**config.mk**
```make
export PLATFORM = sky130hd
export DESIGN_NAME = pixel_packer_flat
export DESIGN_NICKNAME = d
export VERILOG_FILES = /design/src/rtl/pixel_packer_if.sv /design/src/rtl/pixel_packer.sv /design/src/flat_wrapper.sv
export SDC_FILE = /design/constraint.sdc
export NUM_CORES = 1
export LEC_CHECK = 0
export ABC_AREA = 1
export BUFFER_PORTS_ARGS = -buffer_cell sky130_fd_sc_hd__buf_4
export CAP_MARGIN = 20
export CORE_MARGIN = 2
export CORE_UTILIZATION = 50
export DETAILED_ROUTE_END_ITERATION = 7
export PLACE_DENSITY_LB_ADDON = 0.25
export REMOVE_ABC_BUFFERS = 1
export SLEW_MARGIN = 20
export SYNTH_ARGS = -nofsm -noshare
export SYNTH_HDL_FRONTEND = slang
export SYNTH_SLANG_ARGS = --single-unit
```
**constraint.sdc**
```tcl
create_clock -name clk_in -period 4.5 [get_ports clk_in]
set_clock_uncertainty 0.05 [all_clocks]
set_input_delay 0.9 -clock clk_in [delete_from_list [all_inputs] [get_ports clk_in]]
set_output_delay 0.9 -clock clk_in [all_outputs]
set_load 0.01 [all_outputs]
```
**src/rtl/pixel_packer_if.sv**
```systemverilog
// Pixel-in / chunk-out stream bundle for pixel_packer.
// The slave modport is the packer's view; the master modport drives pixels and sinks beats.
interface pixel_packer_if #(
   parameter int PIXEL_WIDTH      = 16,
   parameter int PIXELS_PER_CHUNK = 8,
   parameter int ADDR_WIDTH       = 27
);
   localparam int LANE_BITS = $clog2(PIXELS_PER_CHUNK);
   localparam int DATA_W    = PIXEL_WIDTH * PIXELS_PER_CHUNK;

   logic                            valid_in;
   logic                            ready_out;
   logic [ADDR_WIDTH-1:0]           addr_in;
   logic [PIXEL_WIDTH-1:0]          data_in;
   logic                            strobe_in;
   logic                            flush_in;
   logic                            valid_out;
   logic                            ready_in;
   logic [ADDR_WIDTH-LANE_BITS-1:0] addr_out;
   logic [DATA_W-1:0]               data_out;
   logic [DATA_W/8-1:0]             strobe_out;
   logic                            last_out;

   modport slave (
      input  valid_in, addr_in, data_in, strobe_in, flush_in, ready_in,
      output ready_out, valid_out, addr_out, data_out, strobe_out, last_out
   );

   modport master (
      output valid_in, addr_in, data_in, strobe_in, flush_in, ready_in,
      input  ready_out, valid_out, addr_out, data_out, strobe_out, last_out
   );
endinterface

```
**src/rtl/pixel_packer.sv**
```systemverilog
// Gathers pixel writes into chunk-wide beats with byte strobes; one accumulator, one output register.
// Optional idle auto-flush is enabled by defining PIXEL_PACKER_TIMEOUT_EN.
module pixel_packer #(
   parameter int PIXEL_WIDTH      = 16,
   parameter int PIXELS_PER_CHUNK = 8,
   parameter int ADDR_WIDTH       = 27,
   parameter int TIMEOUT_CYCLES   = 64
) (
   input logic           clk_in,
   input logic           rst_n_in,
   pixel_packer_if.slave pp
);
   localparam int LANE_BITS = $clog2(PIXELS_PER_CHUNK);
   localparam int CHUNK_W   = ADDR_WIDTH - LANE_BITS;
   localparam int DATA_W    = PIXEL_WIDTH * PIXELS_PER_CHUNK;
   localparam int STRB_W    = DATA_W / 8;
   localparam int LANE_SB   = PIXEL_WIDTH / 8;

   if (PIXEL_WIDTH % 8 != 0 || PIXELS_PER_CHUNK < 2 ||
       (PIXELS_PER_CHUNK & (PIXELS_PER_CHUNK - 1)) != 0 || TIMEOUT_CYCLES < 1) begin : g_bad_cfg
      $error("pixel_packer: illegal parameter set");
   end

   logic               acc_occ_q,   acc_occ_d;
   logic [CHUNK_W-1:0] acc_chunk_q, acc_chunk_d;
   logic [DATA_W-1:0]  acc_data_q,  acc_data_d;
   logic [STRB_W-1:0]  acc_strb_q,  acc_strb_d;
   logic               flush_pend_q, flush_pend_d;
   logic               valid_out_q, valid_out_d;
   logic [CHUNK_W-1:0] addr_out_q,  addr_out_d;
   logic [DATA_W-1:0]  data_out_q,  data_out_d;
   logic [STRB_W-1:0]  strb_out_q,  strb_out_d;
   logic               last_out_q,  last_out_d;

   logic                 out_free, accept, pix_we, out_load, tmo_fire;
   logic [CHUNK_W-1:0]   in_chunk;
   logic [LANE_BITS-1:0] in_lane;

   assign out_free = !valid_out_q || pp.ready_in;
   assign accept   = pp.valid_in && out_free;
   assign pix_we   = accept && pp.strobe_in;
   assign in_chunk = pp.addr_in[ADDR_WIDTH-1:LANE_BITS];
   assign in_lane  = pp.addr_in[LANE_BITS-1:0];

   always_comb begin
      // NOTE: every variable written here gets a default first, so no latch is inferred.
      acc_occ_d    = acc_occ_q;
      acc_chunk_d  = acc_chunk_q;
      acc_data_d   = acc_data_q;
      acc_strb_d   = acc_strb_q;
      flush_pend_d = flush_pend_q || pp.flush_in;
      out_load     = 1'b0;
      addr_out_d   = acc_chunk_q;
      data_out_d   = acc_data_q;
      strb_out_d   = acc_strb_q;
      last_out_d   = 1'b0;

      if (pix_we) begin
         // A pixel for another chunk pushes the current accumulator out before starting fresh.
         if (!acc_occ_q || in_chunk != acc_chunk_q) begin
            out_load   = acc_occ_q;
            acc_data_d = '0;
            acc_strb_d = '0;
         end
         acc_occ_d   = 1'b1;
         acc_chunk_d = in_chunk;
         for (int i = 0; i < PIXELS_PER_CHUNK; i++) begin
            if (LANE_BITS'(i) == in_lane) begin
               acc_data_d[i*PIXEL_WIDTH +: PIXEL_WIDTH] = pp.data_in;
               acc_strb_d[i*LANE_SB +: LANE_SB]         = '1;
            end
         end
         if (&acc_strb_d && !out_load) begin
            out_load   = 1'b1;
            addr_out_d = acc_chunk_d;
            data_out_d = acc_data_d;
            strb_out_d = acc_strb_d;
            acc_occ_d  = 1'b0;
         end
      end

      // Flush acts on the post-merge accumulator; if the slot was just taken it waits a cycle.
      if (flush_pend_d && out_free) begin
         if (!acc_occ_d) begin
            flush_pend_d = 1'b0;
         end else if (!out_load) begin
            out_load     = 1'b1;
            addr_out_d   = acc_chunk_d;
            data_out_d   = acc_data_d;
            strb_out_d   = acc_strb_d;
            last_out_d   = 1'b1;
            acc_occ_d    = 1'b0;
            flush_pend_d = 1'b0;
         end
      end

      if (tmo_fire && !out_load) begin
         out_load  = 1'b1;
         acc_occ_d = 1'b0;
      end

      valid_out_d = out_load || (valid_out_q && !pp.ready_in);
      if (!out_load) begin
         addr_out_d = addr_out_q;
         data_out_d = data_out_q;
         strb_out_d = strb_out_q;
         last_out_d = last_out_q;
      end
   end

`ifdef PIXEL_PACKER_TIMEOUT_EN
   localparam int TW = $clog2(TIMEOUT_CYCLES + 1);
   localparam logic [TW-1:0] TMO_MAX = TW'(TIMEOUT_CYCLES - 1);

   logic [TW-1:0] tmo_q, tmo_d;

   assign tmo_fire = acc_occ_q && !accept && out_free && tmo_q == TMO_MAX;

   always_comb begin
      tmo_d = tmo_q;
      if (accept || out_load)              tmo_d = '0;
      else if (acc_occ_q && tmo_q != TMO_MAX) tmo_d = tmo_q + 1'b1;
   end

   always_ff @(posedge clk_in or negedge rst_n_in) begin
      if (!rst_n_in) tmo_q <= '0;
      else           tmo_q <= tmo_d;
   end
`else
   assign tmo_fire = 1'b0;
`endif

   always_ff @(posedge clk_in or negedge rst_n_in) begin
      // NOTE: state flops take non-blocking assignments so every flop samples pre-edge values.
      if (!rst_n_in) begin
         // NOTE: accumulator payload is reset too, so a partial chunk can never leak after reset.
         acc_occ_q    <= 1'b0;
         acc_chunk_q  <= '0;
         acc_data_q   <= '0;
         acc_strb_q   <= '0;
         flush_pend_q <= 1'b0;
         valid_out_q  <= 1'b0;
         addr_out_q   <= '0;
         data_out_q   <= '0;
         strb_out_q   <= '0;
         last_out_q   <= 1'b0;
      end else begin
         acc_occ_q    <= acc_occ_d;
         acc_chunk_q  <= acc_chunk_d;
         acc_data_q   <= acc_data_d;
         acc_strb_q   <= acc_strb_d;
         flush_pend_q <= flush_pend_d;
         valid_out_q  <= valid_out_d;
         addr_out_q   <= addr_out_d;
         data_out_q   <= data_out_d;
         strb_out_q   <= strb_out_d;
         last_out_q   <= last_out_d;
      end
   end

   assign pp.ready_out  = out_free;
   assign pp.valid_out  = valid_out_q;
   assign pp.addr_out   = addr_out_q;
   assign pp.data_out   = data_out_q;
   assign pp.strobe_out = strb_out_q;
   assign pp.last_out   = last_out_q;
endmodule

```
**src/flat_wrapper.sv**
```systemverilog
// flat-port wrapper written by rule: the top's interface ports become plain ports
module pixel_packer_flat 
#(
   parameter int PIXEL_WIDTH      = 16,
   parameter int PIXELS_PER_CHUNK = 8,
   parameter int ADDR_WIDTH       = 27,
   parameter int TIMEOUT_CYCLES   = 64
)
  (clk_in, rst_n_in, pp_valid_in, pp_addr_in, pp_data_in, pp_strobe_in, pp_flush_in, pp_ready_in, pp_ready_out, pp_valid_out, pp_addr_out, pp_data_out, pp_strobe_out, pp_last_out);
  pixel_packer_if #(.PIXEL_WIDTH(PIXEL_WIDTH), .PIXELS_PER_CHUNK(PIXELS_PER_CHUNK), .ADDR_WIDTH(ADDR_WIDTH)) pp_i ();
  input logic clk_in;
  input logic rst_n_in;
  input wire logic [$bits(pp_i.valid_in)-1:0] pp_valid_in;
  input wire logic [$bits(pp_i.addr_in)-1:0] pp_addr_in;
  input wire logic [$bits(pp_i.data_in)-1:0] pp_data_in;
  input wire logic [$bits(pp_i.strobe_in)-1:0] pp_strobe_in;
  input wire logic [$bits(pp_i.flush_in)-1:0] pp_flush_in;
  input wire logic [$bits(pp_i.ready_in)-1:0] pp_ready_in;
  output wire logic [$bits(pp_i.ready_out)-1:0] pp_ready_out;
  output wire logic [$bits(pp_i.valid_out)-1:0] pp_valid_out;
  output wire logic [$bits(pp_i.addr_out)-1:0] pp_addr_out;
  output wire logic [$bits(pp_i.data_out)-1:0] pp_data_out;
  output wire logic [$bits(pp_i.strobe_out)-1:0] pp_strobe_out;
  output wire logic [$bits(pp_i.last_out)-1:0] pp_last_out;
  assign pp_i.valid_in = pp_valid_in;
  assign pp_i.addr_in = pp_addr_in;
  assign pp_i.data_in = pp_data_in;
  assign pp_i.strobe_in = pp_strobe_in;
  assign pp_i.flush_in = pp_flush_in;
  assign pp_i.ready_in = pp_ready_in;
  assign pp_ready_out = pp_i.ready_out;
  assign pp_valid_out = pp_i.valid_out;
  assign pp_addr_out = pp_i.addr_out;
  assign pp_data_out = pp_i.data_out;
  assign pp_strobe_out = pp_i.strobe_out;
  assign pp_last_out = pp_i.last_out;
  pixel_packer #(.PIXEL_WIDTH(PIXEL_WIDTH), .PIXELS_PER_CHUNK(PIXELS_PER_CHUNK), .ADDR_WIDTH(ADDR_WIDTH), .TIMEOUT_CYCLES(TIMEOUT_CYCLES)) u_core (.clk_in(clk_in), .rst_n_in(rst_n_in), .pp(pp_i));
endmodule
```
# Word level (Yosys, flattened, before mapping)
# Index checks and enable logic that the tools add are counted.
word_totals:
  regBits: 340
  input_bits: 49
  out_inout_bits: 171
  elab_cells: 94
op_classes:
  eq_ne: 8
  mux: 61
  reduce_logical: 15
ops:
  columns: ["op", "count"]
  rows:
  - ["128-bit two-way mux", 7]
  - ["16-bit two-way mux", 15]
  - ["24-bit two-way mux", 6]
  - ["2-bit two-way mux", 16]
  - ["24-bit != test", 1]
  - ["1-bit two-way mux", 17]
  - ["16-bit AND reduction", 1]
  - ["3-bit equality test (first input constant)", 4]
  - ["2-bit by 3-bit equality test with 1-bit output (first input constant)", 2]
  - ["1-bit logical AND", 5]
  - ["1-bit logical NOT", 4]
  - ["1-bit logical OR", 4]
  - ["1-bit by 3-bit equality test with 1-bit output (first input constant)", 1]
  - ["3-bit logical NOT", 1]

# Longest topological paths before layout
depth:
  word_depth: 12
  mapped_depth: 21
  mapped_depth_nobuf: 18

# Least setup slack after synthesis
# OpenSTA, ideal clock, no wires.
synth_path:
  path_kind: "input -> register"
  start: "input port pp_addr_in[18]"
  end: "register u_core.addr_out_q[10] (netlist: u_core.pp.addr_out[10])"
  setup_ns: 0.116
  t_arrival_ns: 2.683
  required_time_ns: 4.334
  path_slack_ns: 1.650
  cell_stages: 19
  path_buffers: 3
  cell_sequence: "xnor2_1 nand2_1 nor2_1 nand2_1 nor2_1 buf_2 nand4_1 nand2_1 nand2_1 nor2_1 nand2_1 nor2_1 nand2_1 buf_2 nand3_2 buf_2 nand2_1 nand2_1 nand2_1"
synth_between:
  elab_chain_len: 12
  elab_cells_between_ends: 35
  classes_between: "eq/ne: 1; mux: 30; reduce/logical: 4"
synth_lines:
  columns: ["element", "line_no", "source"]
  rows:
  - ["start: declaration", "flat_wrapper.sv:14", "input wire logic [$bits(pp_i.addr_in)-1:0] pp_addr_in;"]
  - ["24-bit != test *", "pixel_packer.sv:60", "if (!acc_occ_q || in_chunk != acc_chunk_q) begin"]
  - ["1-bit logical OR *", "pixel_packer.sv:60", null]
  - ["16-bit two-way mux", "pixel_packer.sv:60", null]
  - ["2-bit two-way mux", "pixel_packer.sv:68", "if (LANE_BITS'(i) == in_lane) begin"]
  - ["2-bit two-way mux", "pixel_packer.sv:58", "if (pix_we) begin"]
  - ["16-bit AND reduction", "pixel_packer.sv:73", "if (&acc_strb_d && !out_load) begin"]
  - ["1-bit logical AND", "pixel_packer.sv:73", null]
  - ["24-bit two-way mux or 1-bit two-way mux (tied branches)", "pixel_packer.sv:73", null]
  - ["24-bit two-way mux or 1-bit two-way mux (tied branches)", "pixel_packer.sv:58", null]
  - ["24-bit two-way mux", "pixel_packer.sv:86", "end else if (!out_load) begin"]
  - ["24-bit two-way mux", "pixel_packer.sv:84", "if (!acc_occ_d) begin"]
  - ["24-bit two-way mux", "pixel_packer.sv:83", "if (flush_pend_d && out_free) begin"]
  - ["end signal: assignment", "pixel_packer.sv:154", "addr_out_q <= addr_out_d;"]
  - ["end: declaration", "pixel_packer.sv:30", "logic [CHUNK_W-1:0] addr_out_q, addr_out_d;"]
# Every way passes the cells marked *; elsewhere a longest branch is shown, timed or not. The select of a mux whose other input is x is not followed.
# A chain may end at the register's enable or synchronous reset.

# Final worst setup path
layout_path:
  start: "input port pp_addr_in[18]"
  end: "register u_core.data_out_q[67] (netlist: u_core.pp.data_out[67])"
layout_between:
  elab_chain_len: 12
  elab_cells_between_ends: 38
  classes_between: "eq/ne: 1; mux: 33; reduce/logical: 4"
layout_lines:
  columns: ["element", "line_no", "source"]
  rows:
  - ["24-bit != test *", "pixel_packer.sv:60", null]
  - ["1-bit logical OR *", "pixel_packer.sv:60", null]
  - ["16-bit two-way mux", "pixel_packer.sv:60", null]
  - ["2-bit two-way mux", "pixel_packer.sv:68", null]
  - ["2-bit two-way mux", "pixel_packer.sv:58", null]
  - ["16-bit AND reduction", "pixel_packer.sv:73", null]
  - ["1-bit logical AND", "pixel_packer.sv:73", null]
  - ["128-bit two-way mux or 1-bit two-way mux (tied branches)", "pixel_packer.sv:73", null]
  - ["128-bit two-way mux or 1-bit two-way mux (tied branches)", "pixel_packer.sv:58", null]
  - ["128-bit two-way mux", "pixel_packer.sv:86", null]
  - ["128-bit two-way mux", "pixel_packer.sv:84", null]
  - ["128-bit two-way mux", "pixel_packer.sv:83", null]
  - ["end signal: assignment", "pixel_packer.sv:155", "data_out_q <= data_out_d;"]
  - ["end: declaration", "pixel_packer.sv:31", "logic [DATA_W-1:0] data_out_q, data_out_d;"]
# Marks and branches as above.

==> impl_metrics.ini <==
[drt]
wl_met3_mm = 4.61
drc = 0
wirelength_mm = 55.8
wire_per_inst_um = 17.9
vias = 17830
postRouteAntennaNets = 0
drtIter0Drc = 1565
dr_wl_met2_mm = 25.7
highest_layer = met4
drt-met1-wl_mm = 23.7
first_pass_iters = 8
vias_per_cell = 5.72

[yosys]
yosys.area.top_type = dfrtp_1
async_flop_share = 1.00
synth_area_per_cell_um2 = 7.26
syn-cell-area_um2 = 18200
ys_top_cells_by_area = dfrtp_1, nand2_1, o21ai_0
synth_ff_type = dfrtp_1
synthCells = 2512
post_synth_num_cell_types = 28
ys_warn_count = 0
synth_edf_count = 0
synth_top_cell_area_share = 0.466
ys_seq_area_frac = 0.466
ys_seq_elements = 340

[setup_path]
cp-start-kind = primary input
critPathCaptureType = register
ff2ff_setup_slack_ns = 0.76
r2r-end = u_core.pp.data_out[67]
worstPathRequired_ns = 4.87
crit_fanout = 31
worstRegToRegCells = 14
reg2reg_from = u_core.acc_chunk_q[23]
crit_type = primary input to register
worst_ep_arrival_time_ns = 4.20

[grt]
grtUsageTotal = 0.292
grt.overflow.total = 0
grt_pass1_vias = 17205
grt_max_degree = 159
grt_pass1_wl_mm = 90.2
antenna_found_initial = 1

[placed_design]
port_buffers = 219
globalplace.congestion = 0.830
dp.cells = 3049
place_hpwl_mm = 33.2

[clock_tree]
clk_pin_slew_worst_paths_ns = 0.06
clock_sinks = 340
cts_root_buf = clkbuf_16
post_cts.repair.setup_buffers = 0
cts_buffers = 38
clkLatencyLatePin_ns = 0.54
clockBufferDepth = 3
cts_tree = built
cts_resized = 0
postCtsHoldBufs = 0
ctsHtreeMaxLevel = 2

[sta]
rsz0062_at_grt = false
setup-violations-final = 0
finalHoldViolCount = 0
post-route-period-util = 0.853
drv_slew = 0
max_freq_mhz = 261
fin_crit_ns = 3.84
slew_headroom = 0.345
worstMarginPinSlew_ns = 0.980

[pwr]
power_uw = 11600
ir_drop_v = 0.000289
p_per_area_nw_per_um2 = 540
p_leak_uw = 0.0108

[run]
cap_violations = 0

[worst_hold_path]
min_path_type = primary input to async pin

[floorplan]
die_area_um2 = 38000
initial_utilization = 0.510
num_rows = 69
dieWidth_um = 195
core_area_um2 = 35700
chipHeight_um = 195
io_pins = 220

[cells_and_area]
area_delta_synth_final_pct = 18.0
nets = 2677
final_cells = 3119
drive_gt1_frac = 0.131

[run_status]
status = finished clean
[cell usage after synthesis, types with 2 or more instances]
cell type and n:
clkbuf_1 105, buf_4 21, dfrtp_1 340, inv_2 10
inv_1 218, nand2_1 821, nand3_2 2, o21ai_0 401
a21boi_0 74, xnor2_1 10, o21a_1 5, o21ai_1 26
nor2_1 29, a31oi_1 4, nand4_1 9, buf_2 45
buf_1 12, nor3_1 4, nand3_1 345, a21oi_1 13
xor2_1 8, clkinv_1 4
[sequential cells by signal (all words and copies together), names as in the netlist]
name	flops
u_core.pp.data_out	128
u_core.pp.last_out	1
u_core.acc_data_q	128
u_core.pp.addr_out	24
u_core.flush_pend_q	1
u_core.pp.strobe_out	16
u_core.pp.valid_out	1
u_core.acc_occ_q	1
u_core.acc_chunk_q	24
u_core.acc_strb_q	16
[cells in the final DEF (no fill, tap or decap), types with 3 or more instances in the layout]
cell | Yosys | layout
nand2_1 | 821 | 817
o21ai_0 | 401 | 401
nand3_1 | 345 | 341
dfrtp_1 | 340 | 340
buf_4 | 21 | 248
inv_1 | 218 | 215
a21boi_0 | 74 | 74
clkbuf_16 | 0 | 41
nor2_1 | 29 | 28
o21ai_1 | 26 | 26
a21oi_1 | 13 | 13
xnor2_1 | 10 | 10
clkbuf_8 | 0 | 10
buf_12 | 0 | 10
nand4_1 | 9 | 9
inv_2 | 10 | 9
xor2_1 | 8 | 8
clkbuf_1 | 105 | 8
clkinv_1 | 4 | 5
o21a_1 | 5 | 5
nand3_2 | 2 | 5
clkinv_2 | 0 | 5
nor3_1 | 4 | 4
a31oi_1 | 4 | 4
bufinv_16 | 0 | 4
nand2_4 | 1 | 3
nor2_4 | 1 | 3
[kinds of logic (layout without fill, tap and decap cells)]
group,Yosys count,in the layout,synth area share
XOR/XNOR,18,18,0.00864
AND/OR/NAND/NOR,1213,1213,0.276
buffers and inverters,417,562,0.0937
other,0,1,0
flip-flops,340,340,0.466
AO/OA/AOI/OAI,524,524,0.155
[stage by stage]
step | utilization | setup WS [ns] | hold WS [ns] | cell area, um2 | setup TNS [ns]
4_1_cts | 0.602 | 0.666 | 0.414 | 21500 | 0
3_5_place_dp | 0.565 | 0.110 | 0.416 | 20200 | 0
3_3_place_gp | 0.563 | 0.203 | 0.410 | 20100 | 0
2_1_floorplan | - | -5.54 | 0.426 | 17400 | -1155.97
6_report | 0.602 | 0.663 | 0.346 | 21500 | 0
5_1_grt | 0.602 | 0.360 | 0.447 | 21500 | 0
[worst max-delay path by stage]
stage,from,endpoint,slack (ns),cells after the start
after floorplan,pp_ready_in,u_core.pp.data_out[0],-5.54,11
after global placement,pp_addr_in[18],u_core.pp.data_out[67],0.20,14
after detailed placement,pp_addr_in[18],u_core.pp.data_out[67],0.11,16
after global routing,pp_addr_in[14],u_core.pp.data_out[67],0.36,20
after CTS,pp_addr_in[18],u_core.pp.data_out[67],0.67,16
final,pp_addr_in[18],u_core.pp.data_out[67],0.66,16
[worst max-delay path: stages]
cell     delay, ns
buf_4         0.12
xnor2_1       0.17
nand2_1       0.07
nor2_1        0.10
nand2_1       0.09
nor2_1        0.46
nand3_2       0.32
o21ai_0       0.37
nand3_1       0.12
nor2_1        0.21
nand2_4       0.27
nand2_4       0.37
buf_4         0.38
nand3_1       0.11
nand2_1       0.07
nand2_1       0.05
[per-layer routing]
layer / global-route usage / up-vias
met2: 0.472 / 799
met4: 0.111 / 0
li1: - / 8360
met3: 0.0468 / 112
met5: 0 / -
met1: 0.397 / 8559
[cell type report]
type / instances / area, um2
Tap cell: 461 / 577
Fill cell: 3187 / 14200
Clock buffer: 59 / 1190
Antenna cell: 1 / 2.50
Clock inverter: 10 / 153
Inverter: 232 / 881
Multi-Input combinational cell: 1755 / 8090
Sequential cell: 340 / 8510
Timing Repair Buffer: 261 / 2130
[power by group]
part | leakage (uW) | total (uW) | internal [uW] | switching [uW]
clock network | 0.000663 | 3330 | 2050 | 1280
registers | 0.00447 | 4480 | 3890 | 590
logic | 0.00569 | 3830 | 1500 | 2320
total | 0.0108 | 11600 | 7450 | 4190
No activity file was read; power rests on OpenSTA's default activity.
